File: config.mk
export PLATFORM = sky130hd
export DESIGN_NAME = logic_unit_pipe
export DESIGN_NICKNAME = d
export VERILOG_FILES = /design/src/rtl/logic_unit_pkg.sv /design/src/rtl/logic_unit_stage.sv /design/src/rtl/logic_unit_pipe.sv
export SDC_FILE = /design/constraint.sdc
export NUM_CORES = 1
export LEC_CHECK = 0
export CAP_MARGIN = 15
export CORE_ASPECT_RATIO = 0.8
export CORE_MARGIN = 2
export CORE_UTILIZATION = 40
export CTS_BUF_LIST = sky130_fd_sc_hd__clkbuf_8
export DETAILED_ROUTE_END_ITERATION = 10
export GPL_TIMING_DRIVEN = 1
export PLACE_DENSITY = 0.62
export SYNTH_ARGS = -nofsm -noshare
export SYNTH_HDL_FRONTEND = slang
export SYNTH_SLANG_ARGS = --single-unit
File: constraint.sdc
create_clock -name clk -period 4.6 [get_ports clk]
set_input_delay 0.46 -clock clk [delete_from_list [all_inputs] [get_ports clk]]
set_output_delay 0.46 -clock clk [all_outputs]
set_load 0.05 [all_outputs]
File: src/rtl/logic_unit_pkg.sv
// Shared opcode encoding for the pipelined bitwise logic unit.
package logic_unit_pkg;

    localparam int OP_W = 3;

    localparam logic [OP_W-1:0] OP_AND    = 3'd0;
    localparam logic [OP_W-1:0] OP_OR     = 3'd1;
    localparam logic [OP_W-1:0] OP_XOR    = 3'd2;
    localparam logic [OP_W-1:0] OP_NAND   = 3'd3;
    localparam logic [OP_W-1:0] OP_NOR    = 3'd4;
    localparam logic [OP_W-1:0] OP_XNOR   = 3'd5;
    localparam logic [OP_W-1:0] OP_NOT_A  = 3'd6;
    localparam logic [OP_W-1:0] OP_PASS_A = 3'd7;

endpackage

File: src/rtl/logic_unit_stage.sv
// One valid/ready register slice: holds a single payload and its valid bit.
module logic_unit_stage #(
    parameter int W = 10
) (
    input  logic         clk,
    input  logic         rst_n,
    input  logic         in_valid,
    output logic         in_ready,
    input  logic [W-1:0] in_data,
    output logic         out_valid,
    input  logic         out_ready,
    output logic [W-1:0] out_data
);

    // Accept when empty, or when the held entry leaves on this same edge.
    assign in_ready = !out_valid || out_ready;

    always_ff @(posedge clk or negedge rst_n) begin
        if (!rst_n) begin
            out_valid <= 1'b0;
            out_data  <= '0;
        end else if (in_ready) begin
            out_valid <= in_valid;
            if (in_valid) begin
                out_data <= in_data;
            end
        end
    end

endmodule

File: src/rtl/logic_unit_pipe.sv
// Bitwise logic unit: result and zero/ones flags computed up front, then
// carried through a chain of PIPE_STAGES valid/ready slices.
module logic_unit_pipe
    import logic_unit_pkg::*;
#(
    parameter int WIDTH       = 8,
    parameter int PIPE_STAGES = 2,
    parameter int CNT_W       = 16
) (
    input  logic             clk,
    input  logic             rst_n,
    input  logic             in_valid,
    output logic             in_ready,
    input  logic [WIDTH-1:0] in_a,
    input  logic [WIDTH-1:0] in_b,
    input  logic [OP_W-1:0]  in_op,
    output logic             out_valid,
    input  logic             out_ready,
    output logic [WIDTH-1:0] out_y,
    output logic             out_zero,
    output logic             out_ones,
    output logic [CNT_W-1:0] op_count
);

    localparam int PW = WIDTH + 2;

    // Handshake: a transfer happens on a rising edge where valid and ready are
    // both high; valid never waits on ready, ready may depend on out_ready.

    logic             ready_en;
    logic [WIDTH-1:0] y_c;
    logic             v [PIPE_STAGES+1];
    logic             r [PIPE_STAGES+1];
    logic [PW-1:0]    d [PIPE_STAGES+1];

    // Holds in_ready low until the first clock edge after reset release.
    always_ff @(posedge clk or negedge rst_n) begin
        if (!rst_n) begin
            ready_en <= 1'b0;
        end else begin
            ready_en <= 1'b1;
        end
    end

    always_comb begin
        y_c = '0;
        case (in_op)
            OP_AND:    y_c = in_a & in_b;
            OP_OR:     y_c = in_a | in_b;
            OP_XOR:    y_c = in_a ^ in_b;
            OP_NAND:   y_c = ~(in_a & in_b);
            OP_NOR:    y_c = ~(in_a | in_b);
            OP_XNOR:   y_c = ~(in_a ^ in_b);
            OP_NOT_A:  y_c = ~in_a;
            OP_PASS_A: y_c = in_a;
            default:   y_c = in_a;
        endcase
    end

    assign v[0]     = in_valid && ready_en;
    assign d[0]     = {(y_c == '0), (y_c == '1), y_c};
    assign in_ready = r[0] && ready_en;

    for (genvar g = 0; g < PIPE_STAGES; g++) begin : g_stage
        logic_unit_stage #(
            .W(PW)
        ) u_stage (
            .clk      (clk),
            .rst_n    (rst_n),
            .in_valid (v[g]),
            .in_ready (r[g]),
            .in_data  (d[g]),
            .out_valid(v[g+1]),
            .out_ready(r[g+1]),
            .out_data (d[g+1])
        );
    end

    assign r[PIPE_STAGES]                = out_ready;
    assign out_valid                     = v[PIPE_STAGES];
    assign {out_zero, out_ones, out_y}   = d[PIPE_STAGES];

    always_ff @(posedge clk or negedge rst_n) begin
        if (!rst_n) begin
            op_count <= '0;
        end else if (in_valid && in_ready && (op_count != '1)) begin
            op_count <= op_count + 1'b1;
        end
    end

endmodule
==> impl_metrics.py <==
metrics = {
    "status": {
        "outcome": "finished, final reports clean",
    },
    "routing": {
        "detail_route.first_pass.iterations": 4,
        "post-route-drc-count": 0,
        "viasPerCell": 5.12,
        "vias": 2124,
        "drtIter0Drc": 99,
        "wire_per_inst_um": 13.0,
        "wirelength_um": 5410,
        "ant_nets": 0,
    },
    "worst_setup_path": {
        "cp-start-kind": "input port",
        "cp_slowest_cell": "clkdlybuf4s50_1",
        "end_kind": "flop",
        "rrSetupSlack_ps": 2360,
        "crit_buf_inv": 2,
        "cp-startpoint": "in_op[1]",
        "crit_type": "in2reg",
        "cp_top_family": "buffers and inverters",
        "cpPeakStageDelay_ps": 1020,
        "regToRegStartpoint": "g_stage[1].u_stage.out_valid",
        "worstPathRequired_ps": 4820,
        "cp.arrival_ps": 3310,
        "crit_chain": "clkdlybuf4s50_1, inv_1, nor2_1, a221oi_1, or4b_1, or4_1, o21ai_1",
        "crit_cells": 7,
        "r2r-end": "op_count[1]",
        "crit_fanout": 26,
        "r2r_cells": 4,
    },
    "grt": {
        "grt_first_pass_wirelength_um": 9430,
        "grt_pass1_vias": 1998,
        "gr-usage-met2_pct": 23.7,
        "grt_usage_pct": 16.2,
        "use_met3_pct": 3.36,
        "grt_max_degree": 40,
        "grt_overflow_total": 0,
        "antenna_found_initial": 0,
        "use_met1_pct": 24.8,
        "grt.busiest_layer": "met1",
    },
    "logic_synthesis": {
        "synth_area_leaders": "dfrtp_1, ha_1, nand2_1",
        "syn-cell-area_mm2": 0.00259,
        "syn-instance-count": 291,
        "synth_edf_count": 0,
        "synth_top_area_share_pct": 37.6,
        "async_flop_share_pct": 100,
        "yosysWarnings": 0,
        "synth.distinct_cells": 46,
        "synth_seq_area_share_pct": 37.6,
        "syn_nets": 331,
        "yosys.area.top_type": "dfrtp_1",
        "avgSynthCellArea_um2": 8.91,
        "synth_flop_cell": "dfrtp_1",
        "ys_ff_latch": 39,
    },
    "timing": {
        "grt_setup_unrepaired": "false",
        "fmax_mhz": 323,
        "finalSetupTns_ps": 0,
        "tightest_slew_ps": 870,
        "holdWs_ps": 284,
        "drv_slew": 0,
        "finalCriticalPeriod_ps": 3090,
        "finalHoldViolations": 0,
        "finalSetupViolations": 0,
        "relSlewSlack_pct": 42.0,
        "fin_crit_sh_pct": 67.3,
        "skew_ps": 8.76,
    },
    "cells_and_area": {
        "ff_latch_area_um2": 976,
        "area_growth_syn_to_layout_pct": 24.0,
        "final_cell_mix": "clkdlybuf4s50_1, dfrtp_1, nand2_1",
        "fin_util_pct": 50.7,
        "drive_gt1_share_pct": 7.55,
        "fin_nets": 370,
        "multi_input_area_mm2": 0.00141,
        "num_antenna_cells": 0,
        "fillers": 620,
        "layout_commonest_cell": "clkdlybuf4s50_1",
    },
    "job": {
        "cap_violations": 0,
    },
    "die": {
        "die_y_um": 76.0,
        "io_pins": 51,
        "coreArea_mm2": 0.00634,
        "die_area_mm2": 0.00715,
        "die_w_um": 94.0,
        "start_util_pct": 40.9,
        "rows": 26,
    },
    "place": {
        "gp_congestion": 0.909,
        "dp_hpwl_um": 4090,
        "port_buffers": 50,
    },
    "power_and_ir_drop": {
        "ir_drop_mv": 0.386,
        "finalPower_uw": 1280,
        "p_per_area_mw_per_mm2": 399,
        "leakage_uw": 0.00144,
    },
    "cts": {
        "cts-root-buf": "clkbuf_8",
        "cts_tree": "done",
        "clk_pin_slew_worst_paths_ps": 80,
        "cts_inserted_buffers": 5,
        "ctsHoldBuffers": 0,
        "postCtsSetupRepairBufs": 0,
        "cts_resized": 0,
        "clock_latency_ps": 290,
        "cts_sinks": 39,
        "htree_levels": 2,
        "clockBufferDepth": 2,
    },
    "hold_path": {
        "hold_path.class": "in2async",
    },
}
cell usage after synthesis (all sizes together), types with 2 or more instances:
cell type / instances
dfrtp: 39
nand2: 36
inv: 24
ha: 17
buf: 16
nor2b: 16
a21oi: 15
xnor2: 14
nor2: 12
mux2: 11
nand3: 10
o21ai: 10
nand2b: 7
nand4: 7
nor3: 6
xor2: 6
a211oi: 4
o211ai: 4
or2: 4
a31oi: 3
clkbuf: 3
a21o: 2
a221oi: 2
and2: 2
and3: 2
o2111ai: 2
o31ai: 2
o32ai: 2
metal layers:
layer / wire [µm] / vias to the layer above
met5: 0 / -
met4: 34 / 0
met3: 254 / 5
met2: 2290 / 57
met1: 2830 / 993
li1: - / 1069
per-stage QoR:
| step | cell area [µm²] | instances | worst slack (ps) |
|---|---|---|---|
| after detailed placement | 3080 | 407 | 1270 |
| final | 3220 | 415 | 1510 |
| after global routing | 3220 | 415 | 1350 |
| after global placement | 3080 | 407 | 1370 |
| after CTS | 3220 | 415 | 1560 |
| after floorplan | 2590 | 291 | 2300 |
where the power goes:
part	leakage, µW	switching [µW]	internal [µW]
clock	0.0000695	119	215
combinational	0.000876	304	185
sequential	0.000499	55.0	407
worst max-delay path by stage:
stage	slack (ps)	endpoint
finish	1510	g_stage[0].u_stage.out_data[9]
global route	1350	g_stage[0].u_stage.out_data[9]
CTS	1560	g_stage[0].u_stage.out_data[9]
detailed placement	1270	g_stage[0].u_stage.out_data[9]
global placement	1370	g_stage[0].u_stage.out_data[9]
floorplan	2300	g_stage[0].u_stage.out_data[9]
layout make-up:
cell class | count | share of cell area (%)
multi-input cells | 209 | 43.8
clock inverters | 3 | 1.98
clock buffers | 5 | 2.14
repair buffers | 51 | 15.6
well taps | 84 | 3.27
inverters | 24 | 2.80
flip-flops and latches | 39 | 30.4
kinds of logic after synthesis:
| kind of cell | after synthesis | synth area share (%) |
|---|---|---|
| adders and majority gates | 17 | 8.20 |
| and+or+nand+nor | 107 | 20.8 |
| muxes | 11 | 4.78 |
| buffers and inverters | 43 | 8.01 |
| other | 1 | 0.145 |
| DFF | 39 | 37.6 |
| AOI/OAI and AO/OA | 53 | 13.7 |
| xor gates and xnor gates | 20 | 6.76 |
sequential cells by signal, summed over array words and instances, names as in the netlist:
name and flops:
ready_en 1, g_stage.u_stage.out_data 20, g_stage.u_stage.out_valid 2, op_count 16
No activity file was read; power rests on OpenSTA's default activity.
